**src/rtl/cpu_datapath_if.sv**
```systemverilog
// Controller strobes and memory bus shared between the VeriRISC datapath and its environment.
// The datapath takes the slave modport; the control sequencer and memory side take the master modport.
interface cpu_datapath_if #(
  parameter int AWIDTH = 5,
  parameter int DWIDTH = 8
);
  logic              rd;
  logic              wr;
  logic              ld_ir;
  logic              ld_ac;
  logic              ld_pc;
  logic              inc_pc;
  logic              halt;
  logic              data_e;
  logic              sel;
  logic [DWIDTH-1:0] mem_rdata;

  logic [2:0]        opcode;
  logic              zero;
  logic [AWIDTH-1:0] mem_addr;
  logic [DWIDTH-1:0] mem_wdata;
  logic              mem_rd;
  logic              mem_wr;
  logic              halted;

  modport master (
    output rd, wr, ld_ir, ld_ac, ld_pc, inc_pc, halt, data_e, sel, mem_rdata,
    input  opcode, zero, mem_addr, mem_wdata, mem_rd, mem_wr, halted
  );

  modport slave (
    input  rd, wr, ld_ir, ld_ac, ld_pc, inc_pc, halt, data_e, sel, mem_rdata,
    output opcode, zero, mem_addr, mem_wdata, mem_rd, mem_wr, halted
  );
endinterface

```
**src/rtl/cpu_datapath.sv**
```systemverilog
// VeriRISC datapath: PC, IR, AC, ALU, address mux and memory write-data path.
// Driven by the control sequencer's strobes; returns opcode and zero to it.
module cpu_datapath #(
  parameter int AWIDTH = 5,
  parameter int DWIDTH = 8
) (
  input  logic             clk,
  input  logic             rst_,
  cpu_datapath_if.slave    bus
);

  typedef enum logic [2:0] {
    OP_HLT = 3'd0,
    OP_SKZ = 3'd1,
    OP_ADD = 3'd2,
    OP_AND = 3'd3,
    OP_XOR = 3'd4,
    OP_LDA = 3'd5,
    OP_STO = 3'd6,
    OP_JMP = 3'd7
  } opcode_e;

  logic [AWIDTH-1:0] pc;
  logic [DWIDTH-1:0] ir;
  logic [DWIDTH-1:0] ac;
  logic              halted;
  logic [DWIDTH-1:0] alu_out;
  opcode_e           op;

  assign op = opcode_e'(ir[DWIDTH-1:DWIDTH-3]);

  always_comb begin
    alu_out = ac;
    unique case (op)
      OP_ADD:  alu_out = ac + bus.mem_rdata;
      OP_AND:  alu_out = ac & bus.mem_rdata;
      OP_XOR:  alu_out = ac ^ bus.mem_rdata;
      OP_LDA:  alu_out = bus.mem_rdata;
      default: alu_out = ac;
    endcase
  end

  // halted is sampled before this edge's halt, so a load coinciding with halt still lands
  always_ff @(posedge clk) begin
    if (!rst_) begin
      pc     <= '0;
      ir     <= '0;
      ac     <= '0;
      halted <= 1'b0;
    end else begin
      if (bus.halt)
        halted <= 1'b1;
      if (!halted) begin
        if (bus.ld_ir)
          ir <= bus.mem_rdata;
        if (bus.ld_ac)
          ac <= alu_out;
        if (bus.ld_pc)
          pc <= ir[AWIDTH-1:0];
        else if (bus.inc_pc)
          pc <= pc + AWIDTH'(1);
      end
    end
  end

  assign bus.opcode    = ir[DWIDTH-1:DWIDTH-3];
  assign bus.zero      = (ac == '0);
  assign bus.mem_addr  = bus.sel ? pc : ir[AWIDTH-1:0];
  assign bus.mem_wdata = bus.data_e ? alu_out : '0;
  assign bus.mem_rd    = bus.rd;
  assign bus.mem_wr    = bus.wr & ~halted;
  assign bus.halted    = halted;

endmodule
```
**src/flat_wrapper.sv**
```systemverilog
// flat-port wrapper written by rule: the top's interface ports become plain ports
module cpu_datapath_flat 
#(
  parameter int AWIDTH = 5,
  parameter int DWIDTH = 8
)
  (clk, rst_, bus_rd, bus_wr, bus_ld_ir, bus_ld_ac, bus_ld_pc, bus_inc_pc, bus_halt, bus_data_e, bus_sel, bus_mem_rdata, bus_opcode, bus_zero, bus_mem_addr, bus_mem_wdata, bus_mem_rd, bus_mem_wr, bus_halted);
  cpu_datapath_if #(.AWIDTH(AWIDTH), .DWIDTH(DWIDTH)) bus_i ();
  input  logic clk;
  input  logic rst_;
  input wire logic [$bits(bus_i.rd)-1:0] bus_rd;
  input wire logic [$bits(bus_i.wr)-1:0] bus_wr;
  input wire logic [$bits(bus_i.ld_ir)-1:0] bus_ld_ir;
  input wire logic [$bits(bus_i.ld_ac)-1:0] bus_ld_ac;
  input wire logic [$bits(bus_i.ld_pc)-1:0] bus_ld_pc;
  input wire logic [$bits(bus_i.inc_pc)-1:0] bus_inc_pc;
  input wire logic [$bits(bus_i.halt)-1:0] bus_halt;
  input wire logic [$bits(bus_i.data_e)-1:0] bus_data_e;
  input wire logic [$bits(bus_i.sel)-1:0] bus_sel;
  input wire logic [$bits(bus_i.mem_rdata)-1:0] bus_mem_rdata;
  output wire logic [$bits(bus_i.opcode)-1:0] bus_opcode;
  output wire logic [$bits(bus_i.zero)-1:0] bus_zero;
  output wire logic [$bits(bus_i.mem_addr)-1:0] bus_mem_addr;
  output wire logic [$bits(bus_i.mem_wdata)-1:0] bus_mem_wdata;
  output wire logic [$bits(bus_i.mem_rd)-1:0] bus_mem_rd;
  output wire logic [$bits(bus_i.mem_wr)-1:0] bus_mem_wr;
  output wire logic [$bits(bus_i.halted)-1:0] bus_halted;
  assign bus_i.rd = bus_rd;
  assign bus_i.wr = bus_wr;
  assign bus_i.ld_ir = bus_ld_ir;
  assign bus_i.ld_ac = bus_ld_ac;
  assign bus_i.ld_pc = bus_ld_pc;
  assign bus_i.inc_pc = bus_inc_pc;
  assign bus_i.halt = bus_halt;
  assign bus_i.data_e = bus_data_e;
  assign bus_i.sel = bus_sel;
  assign bus_i.mem_rdata = bus_mem_rdata;
  assign bus_opcode = bus_i.opcode;
  assign bus_zero = bus_i.zero;
  assign bus_mem_addr = bus_i.mem_addr;
  assign bus_mem_wdata = bus_i.mem_wdata;
  assign bus_mem_rd = bus_i.mem_rd;
  assign bus_mem_wr = bus_i.mem_wr;
  assign bus_halted = bus_i.halted;
  cpu_datapath #(.AWIDTH(AWIDTH), .DWIDTH(DWIDTH)) u_core (.clk(clk), .rst_(rst_), .bus(bus_i));
endmodule
```
**config.mk**
```make
export PLATFORM = sky130hd
export DESIGN_NAME = cpu_datapath_flat
export DESIGN_NICKNAME = d
export VERILOG_FILES = /design/src/rtl/cpu_datapath_if.sv /design/src/rtl/cpu_datapath.sv /design/src/flat_wrapper.sv
export SDC_FILE = /design/constraint.sdc
export NUM_CORES = 1
export LEC_CHECK = 0
export CAP_MARGIN = 10
export CORE_MARGIN = 4
export CORE_UTILIZATION = 50
export DETAILED_ROUTE_END_ITERATION = 10
export PLACE_DENSITY_LB_ADDON = 0.15
export SLEW_MARGIN = 30
export SYNTH_ARGS = -nofsm -noshare
export SYNTH_HDL_FRONTEND = slang
export SYNTH_SLANG_ARGS = --single-unit
```
**constraint.sdc**
```tcl
create_clock -name clk -period 3.2 [get_ports clk]
set_input_delay 0.64 -clock clk [delete_from_list [all_inputs] [get_ports clk]]
set_output_delay 0.64 -clock clk [all_outputs]
set_load 0.01 [all_outputs]
```
==> results of run 1 <==
[per-stage QoR]
step / instance area [um2] / cells / total power, W / worst slack (ps) / hold slack (ps)
after floorplan: 1732 / 202 / 0.0004613 / 442.8 / 472.0
after global placement: 2206 / 289 / 0.0005680 / -514.7 / 499.1
after detailed placement: 2206 / 289 / 0.0005741 / -551.9 / 506.3
after CTS: 2328 / 295 / 0.0007977 / -125.5 / 526.0
after global routing: 2340 / 295 / 0.0008463 / 14.56 / 567.0
final: 2340 / 295 / 0.0008041 / 117.6 / 538.6
[what timing repair did]
item / in CTS / in global routing
pin swaps: 3 / 7
buffers inserted: 2 / 0
setup endpoints to repair: 7 / 7
resized for setup: 24 / 12
[worst min-delay path by stage]
stage                     slack (ps)           end    startpoint  cells past startpoint
final                            540  u_core.ac[0]  u_core.ac[0]                      2
after global routing             570  u_core.ac[0]  u_core.ac[0]                      2
after CTS                        530  u_core.ac[0]  u_core.ac[0]                      2
after detailed placement         510  u_core.ac[0]  u_core.ac[0]                      2
after global placement           500  u_core.ac[0]  u_core.ac[0]                      2
after floorplan                  470  u_core.ac[0]  u_core.ac[0]                      2
[sequential cells by signal (all words and copies together) (netlist names)]
| register | cells |
|---|---|
| u_core.ir | 8 |
| u_core.pc | 5 |
| u_core.ac | 8 |
| u_core.bus.halted | 1 |
[per-layer routing]
metal  routed length (um)  part of all wire
met5                    0                 0
met4                  119             0.024
met3                  273             0.056
met2                 2404              0.49
met1                 2063              0.42
[power by group]
part	internal (W)	total, W	switching, W	leakage, nW
logic	0.000144	0.000277	0.000132	0.755
registers	0.000289	0.000309	0.0000205	0.180
clock network	0.000127	0.000218	0.0000913	0.0279
[tightest hold or removal path: cells and delay by family, from the launching register on]
family             cells  cell delay [ps]
DFF                    1              380
AOI/OAI and AO/OA      1               50
and+or+nand+nor        1               70
[layout make-up]
class | instances | area (um2) | share of cell area
clock buffers | 3 | 22.52 | 0.009626
clock inverters | 1 | 30.03 | 0.01283
well taps | 46 | 57.56 | 0.02460
repair buffers | 57 | 506.7 | 0.2166
multi-input cells | 165 | 1279 | 0.5465
inverters | 1 | 3.754 | 0.001604
flip-flops and latches | 22 | 440.4 | 0.1882
[synth_stat cells (2+ instances only)]
| cell | number |
|---|---|
| a22oi_1 | 3 |
| o211ai_1 | 3 |
| a31oi_1 | 4 |
| buf_2 | 3 |
| or4_1 | 2 |
| nand2b_1 | 4 |
| dfxtp_1 | 22 |
| mux2_2 | 5 |
| or3_1 | 2 |
| o22ai_1 | 2 |
| o211a_1 | 2 |
| nor2_4 | 2 |
| nand3_1 | 5 |
| and2_1 | 6 |
| clkbuf_1 | 3 |
| xor2_1 | 3 |
| nand2_1 | 10 |
| nor2b_1 | 13 |
| mux2i_1 | 13 |
| buf_4 | 6 |
| a21oi_1 | 16 |
| nor2_1 | 9 |
| ha_1 | 9 |
| nor3_1 | 4 |
| o21ai_0 | 20 |
| a211oi_1 | 2 |
| a21o_1 | 2 |
[logic make-up (layout without fill, tap and decap cells)]
family | Yosys count | in the layout | share of synthesized area
adders and majority gates | 10 | 10 | 0.07659
buffers and inverters | 15 | 62 | 0.05201
muxes | 18 | 18 | 0.1077
and+or+nand+nor | 63 | 63 | 0.2095
AOI/OAI and AO/OA | 71 | 71 | 0.2847
DFF | 22 | 22 | 0.2543
xor gates and xnor gates | 3 | 3 | 0.01518
==> qor.yml, run 1 <==
outcome:
  outcome: "finished, final reports clean"
synthesis:
  seq_area_frac_synth: 0.2543
  syn-mean-instance-area_um2: 8.573
  yosys-top-cells-area: "dfxtp_1 25%, mux2i_1 7.5%, ha_1 6.5%"
  synth_cell_type_count: 54
  post-synth-top-area-cell: "dfxtp_1"
  postSynth.topFlopCell: "dfxtp_1"
  ys_async_sr_fraction: 0
  synth.net_count: 231
  synth-edff-count: 0
  synth_seq_cells: 22
  synth_largest_type_area_fraction: 0.2543
  synthCells: 202
  synth_area_mm2: 0.001732
  ys_warn_count: 0
setup_path:
  cpPeakStageDelay_ps: 490
  crit_end: "bus_mem_wdata[5]"
  timing.critical_path.cells: "clkdlybuf4s50_1 -> ha_4 -> o211ai_1 -> o21ai_1 -> xor2_1 -> a21oi_1 -> nor2_1 -> dlygate4sd2_1"
  timing.rr.end: "u_core.ac[1]"
  timing.rr.start: "u_core.ac[0]"
  worst_ep_required_time_ps: 2560
  cp_num_cells: 8
  crit_path_top_delay_cell: "clkdlybuf4s50_1"
  end_kind: "primary output"
  critical_path_peak_fanout: 4
  crit_buf_inv: 2
  timing.critical_path.arrival_ps: 2440
  timing.reg2reg.worst_path_depth: 8
  timing.critical_path.max_delay_family: "buffers and inverters"
  crit_start: "bus_mem_rdata[4]"
  start_kind: "input pin"
  path_class: "input pin to primary output"
  setup_slack_reg_to_reg_ps: 1140
timing:
  shortest_period_the_worst_path_allows_ps: 3082
  timing_max_transition_violations_final: 0
  fmaxAchievable_mhz: 324.4
  max-slew-margin-rel: 0.5313
  final.period_utilization: 0.9633
  setup_viol_count_final: 0
  hold_violations: 0
  final.setup_skew_ps: 5.404
  worst_slew_pin_slew_ps: 700.8
  rsz0062_at_grt: "false"
  setup-tns-final_ps: 0
grt:
  globalRouteMet3Util: 0.02867
  grtUsageMet2: 0.4022
  number_of_antenna_violations_at_the_first_check_in_global_routing: 0
  gr-usage-met1: 0.2924
  largest_net_degree_at_the_start_of_global_routing: 23
  grt_first_pass_wirelength_mm: 8.114
  busiest_layer: "met2"
  grt_overall_usage: 0.2340
  grt_overflow_total: 0
  first_global_vias: 1731
final_layout:
  fill_cells: 274
  final_layout_size_suffix_gt1_frac: 0.2289
  ant_diodes: 0
  num-nets-final: 279
  final_core_utilization: 0.7012
  layout-area-overhead-vs-synth_pct: 35.12
  layout.cells.most_common_list: "26 x clkdlybuf4s50_1, 22 x dfxtp_1, 21 x buf_4"
  final_common_cell: "clkdlybuf4s50_1"
placement:
  detailed_place_hpwl_mm: 3.655
  port_buffers: 36
  gp_routability_congestion: 0.8895
clock_network:
  cts_inserted_buffers: 3
  cts_tree: "built"
  cts-htree-levels: 1
  clock_insertion_delay_worst_skew_ps: 320
  cts_hold_repair.buffers: 0
  cts_sinks: 22
  clock-root-buffer: "clkbuf_4"
  cts_max_path_buffers: 2
  clkSlewWorstSetupHoldPaths_ps: 130
routing:
  firstDrtPassIters: 4
  iteration_0_drc_markers: 49
  drt-vias-per-instance: 5.824
  wl_mm: 4.861
  num_vias: 1718
  wl_per_cell_um: 16.48
  drc_errors: 0
  drt.antenna.violating_nets: 0
power_and_ir_drop:
  static-leakage-power_nw: 0.9628
  ir_worst_vdd_v: 0.0002146
  power_density_normalized_to_cell_area_mw_per_mm2: 343.7
hold_path:
  hold_path_class: "flop to flop"
floorplanning:
  die_x_um: 66.85
  io_pins: 39
  dieHeight_um: 66.85
  design.die.area_mm2: 0.004469
  core_area_mm2: 0.003337
  placement_rows: 21
  starting_density_of_the_core: 0.5189
job:
  drv_cap: 0
No activity file was read; power rests on OpenSTA's default activity.
==> inputs of run 2 (changes only) <==
--- a/config.mk
+++ b/config.mk
@@ -10,7 +10,9 @@
 export CORE_UTILIZATION = 50
 export DETAILED_ROUTE_END_ITERATION = 10
 export PLACE_DENSITY_LB_ADDON = 0.15
+export SKIP_CTS_REPAIR_TIMING = 1
 export SLEW_MARGIN = 30
 export SYNTH_ARGS = -nofsm -noshare
 export SYNTH_HDL_FRONTEND = slang
 export SYNTH_SLANG_ARGS = --single-unit
+export TNS_END_PERCENT = 50
==> qor.yml, run 2 (synthesis results as in run 1) <==
setup_path:
  critical_path_peak_fanout: 2  # was 4
  worst_ep_required_time_ps: 2560  # about the same
  path_class: "input pin to primary output"  # unchanged
  start_kind: "input pin"  # unchanged
  end_kind: "primary output"  # unchanged
  timing.critical_path.arrival_ps: 2450  # was 2440 ps
floorplanning:
  core_area_mm2: 0.003337  # unchanged
  design.die.area_mm2: 0.004469  # unchanged
  dieHeight_um: 66.85  # unchanged
  die_x_um: 66.85  # unchanged
  starting_density_of_the_core: 0.5189  # unchanged
  io_pins: 39  # unchanged
  placement_rows: 21  # unchanged
placement:
  detailed_place_hpwl_mm: 3.655  # unchanged
  placed_area_mm2: 0.002206  # unchanged
  port_buffers: 36  # unchanged
  gp_routability_congestion: 0.8895  # unchanged
clock_network:
  cts_sinks: 22  # unchanged
  clkSlewWorstSetupHoldPaths_ps: 120  # was 130 ps
  cts-htree-levels: 1  # unchanged
  clock_insertion_delay_worst_skew_ps: 310  # was 320 ps
  clock-root-buffer: "clkbuf_4"  # unchanged
  cts_inserted_buffers: 3  # unchanged
  cts_tree: "built"  # unchanged
  cts_max_path_buffers: 2  # unchanged
job:
  drv_cap: 0  # unchanged
final_layout:
  layout.cells.most_common_list: "28 x clkdlybuf4s50_1, 21 x buf_4, 21 x dfxtp_1"  # was 26 x clkdlybuf4s50_1, 22 x dfxtp_1, 21 x buf_4
  design_area_mm2: 0.002335  # was 0.002340 mm2
  reg_top3: "u_core.ac x8, u_core.ir x8, u_core.pc x5"  # unchanged
  num-nets-final: 279  # unchanged
  final_layout_size_suffix_gt1_frac: 0.2129  # was 0.2289
  fill_cells: 274  # unchanged
  final_common_cell: "clkdlybuf4s50_1"  # unchanged
  layout-area-overhead-vs-synth_pct: 34.83  # was 35.12%
  ant_diodes: 0  # unchanged
grt:
  largest_net_degree_at_the_start_of_global_routing: 23  # unchanged
  number_of_antenna_violations_at_the_first_check_in_global_routing: 0  # unchanged
  grt_overall_usage: 0.2259  # was 0.2340
  globalRouteMet3Util: 0.02698  # was 0.02867
  gr-usage-met1: 0.2809  # was 0.2924
  busiest_layer: "met2"  # unchanged
  first_global_vias: 1676  # was 1,731
  grt_first_pass_wirelength_mm: 7.852  # was 8.114 mm
  grt_overflow_total: 0  # unchanged
  grtUsageMet2: 0.3886  # was 0.4022
timing:
  max-slew-margin-rel: 0.4999  # was 0.5313
  timing_max_transition_violations_final: 0  # unchanged
  final.period_utilization: 0.9670  # was 0.9633
  hold_violations: 0  # unchanged
  rsz0062_at_grt: "false"  # unchanged
  setup_viol_count_final: 0  # unchanged
  shortest_period_the_worst_path_allows_ps: 3094  # was 3082 ps
  worst_slew_pin_slew_ps: 747.8  # was 700.8 ps
  fmaxAchievable_mhz: 323.2  # was 324.4 MHz
  final.setup_skew_ps: 9.130  # was 5.404 ps
routing:
  drt.antenna.violating_nets: 0  # unchanged
  wl_per_cell_um: 16.42  # was 16.48 um
  iteration_0_drc_markers: 60  # was 49
  num_vias: 1732  # was 1,718
  drt-vias-per-instance: 5.871  # was 5.824
  firstDrtPassIters: 4  # unchanged
  drc_errors: 0  # unchanged
  wl_mm: 4.844  # was 4.861 mm
outcome:
  outcome: "finished, final reports clean"  # unchanged
power_and_ir_drop:
  static-leakage-power_nw: 1.019  # was 0.9628 nW
  ir_worst_vdd_v: 0.0002138  # was 0.0002146 V
  fin_total_pwr_w: 0.0007988  # was 0.0008041 W
  power_density_normalized_to_cell_area_mw_per_mm2: 342.1  # was 343.7 mW/mm2
hold_path:
  hold_path_class: "flop to flop"  # unchanged
-- run 2: area by class of cell --
| cell class | instances | area, um2 | area share |
|---|---|---|---|
| Tap cell | 46 | 57.56 | 0.02465 |
| Clock inverter | 1 | 30.03 | 0.01286 |
| Timing Repair Buffer | 57 | 523.0 | 0.2240 |
| Clock buffer | 3 | 22.52 | 0.009646 |
| Inverter | 1 | 3.754 | 0.001608 |
| Sequential cell | 22 | 441.7 | 0.1892 |
| Multi-Input combinational cell | 165 | 1256 | 0.5380 |
-- run 2: report_power, final --
| part | switching (W) | total [W] | internal [W] |
|---|---|---|---|
| Clock | 0.0000905 | 0.000217 | 0.000127 |
| Combinational | 0.000129 | 0.000272 | 0.000143 |
| Sequential | 0.0000205 | 0.000310 | 0.000289 |
| Total | 0.000240 | 0.000799 | 0.000559 |
-- run 2: final timing paths --
path	start	end	slack [ps]	cells past startpoint
worst max-delay path	bus_mem_rdata[0]	bus_mem_wdata[1]	110	8
worst min-delay path	u_core.ac[0]	u_core.ac[0]	500	2
worst max register to register	u_core.ac[0]	u_core.ac[2]	1080	9
worst min register to register	u_core.ac[0]	u_core.ac[0]	500	2
-- run 2: critical path, stage by stage --
cell             delay, ps
dlymetal6s2s_1         140
ha_2                   210
fa_2                   540
a221oi_2                60
a21oi_2                150
a21oi_1                 50
nor2b_1                120
clkdlybuf4s50_1        540
-- run 2: metrics by stage --
| step | instances | setup TNS (ps) | setup slack [ps] | util | hold WS [ps] |
|---|---|---|---|---|---|
| after detailed placement | 289 | -2844 | -551.9 | 0.6610 | 506.3 |
| after global placement | 289 | -2723 | -514.7 | 0.6610 | 499.1 |
| after global routing | 295 | 0 | 0.8920 | 0.6997 | 526.5 |
| final | 295 | 0 | 105.6 | 0.6997 | 501.4 |
| after floorplan | 202 | 0 | 442.8 | - | 472.0 |
| after CTS | 293 | -2929 | -558.6 | 0.6768 | 524.1 |
-- run 2: routing by layer --
metal  up-vias  routed length (um)
met3        12                 292
met5         -                   0
li1        849                   -
met2        56                2453
met4         0                 108
met1       815                1989
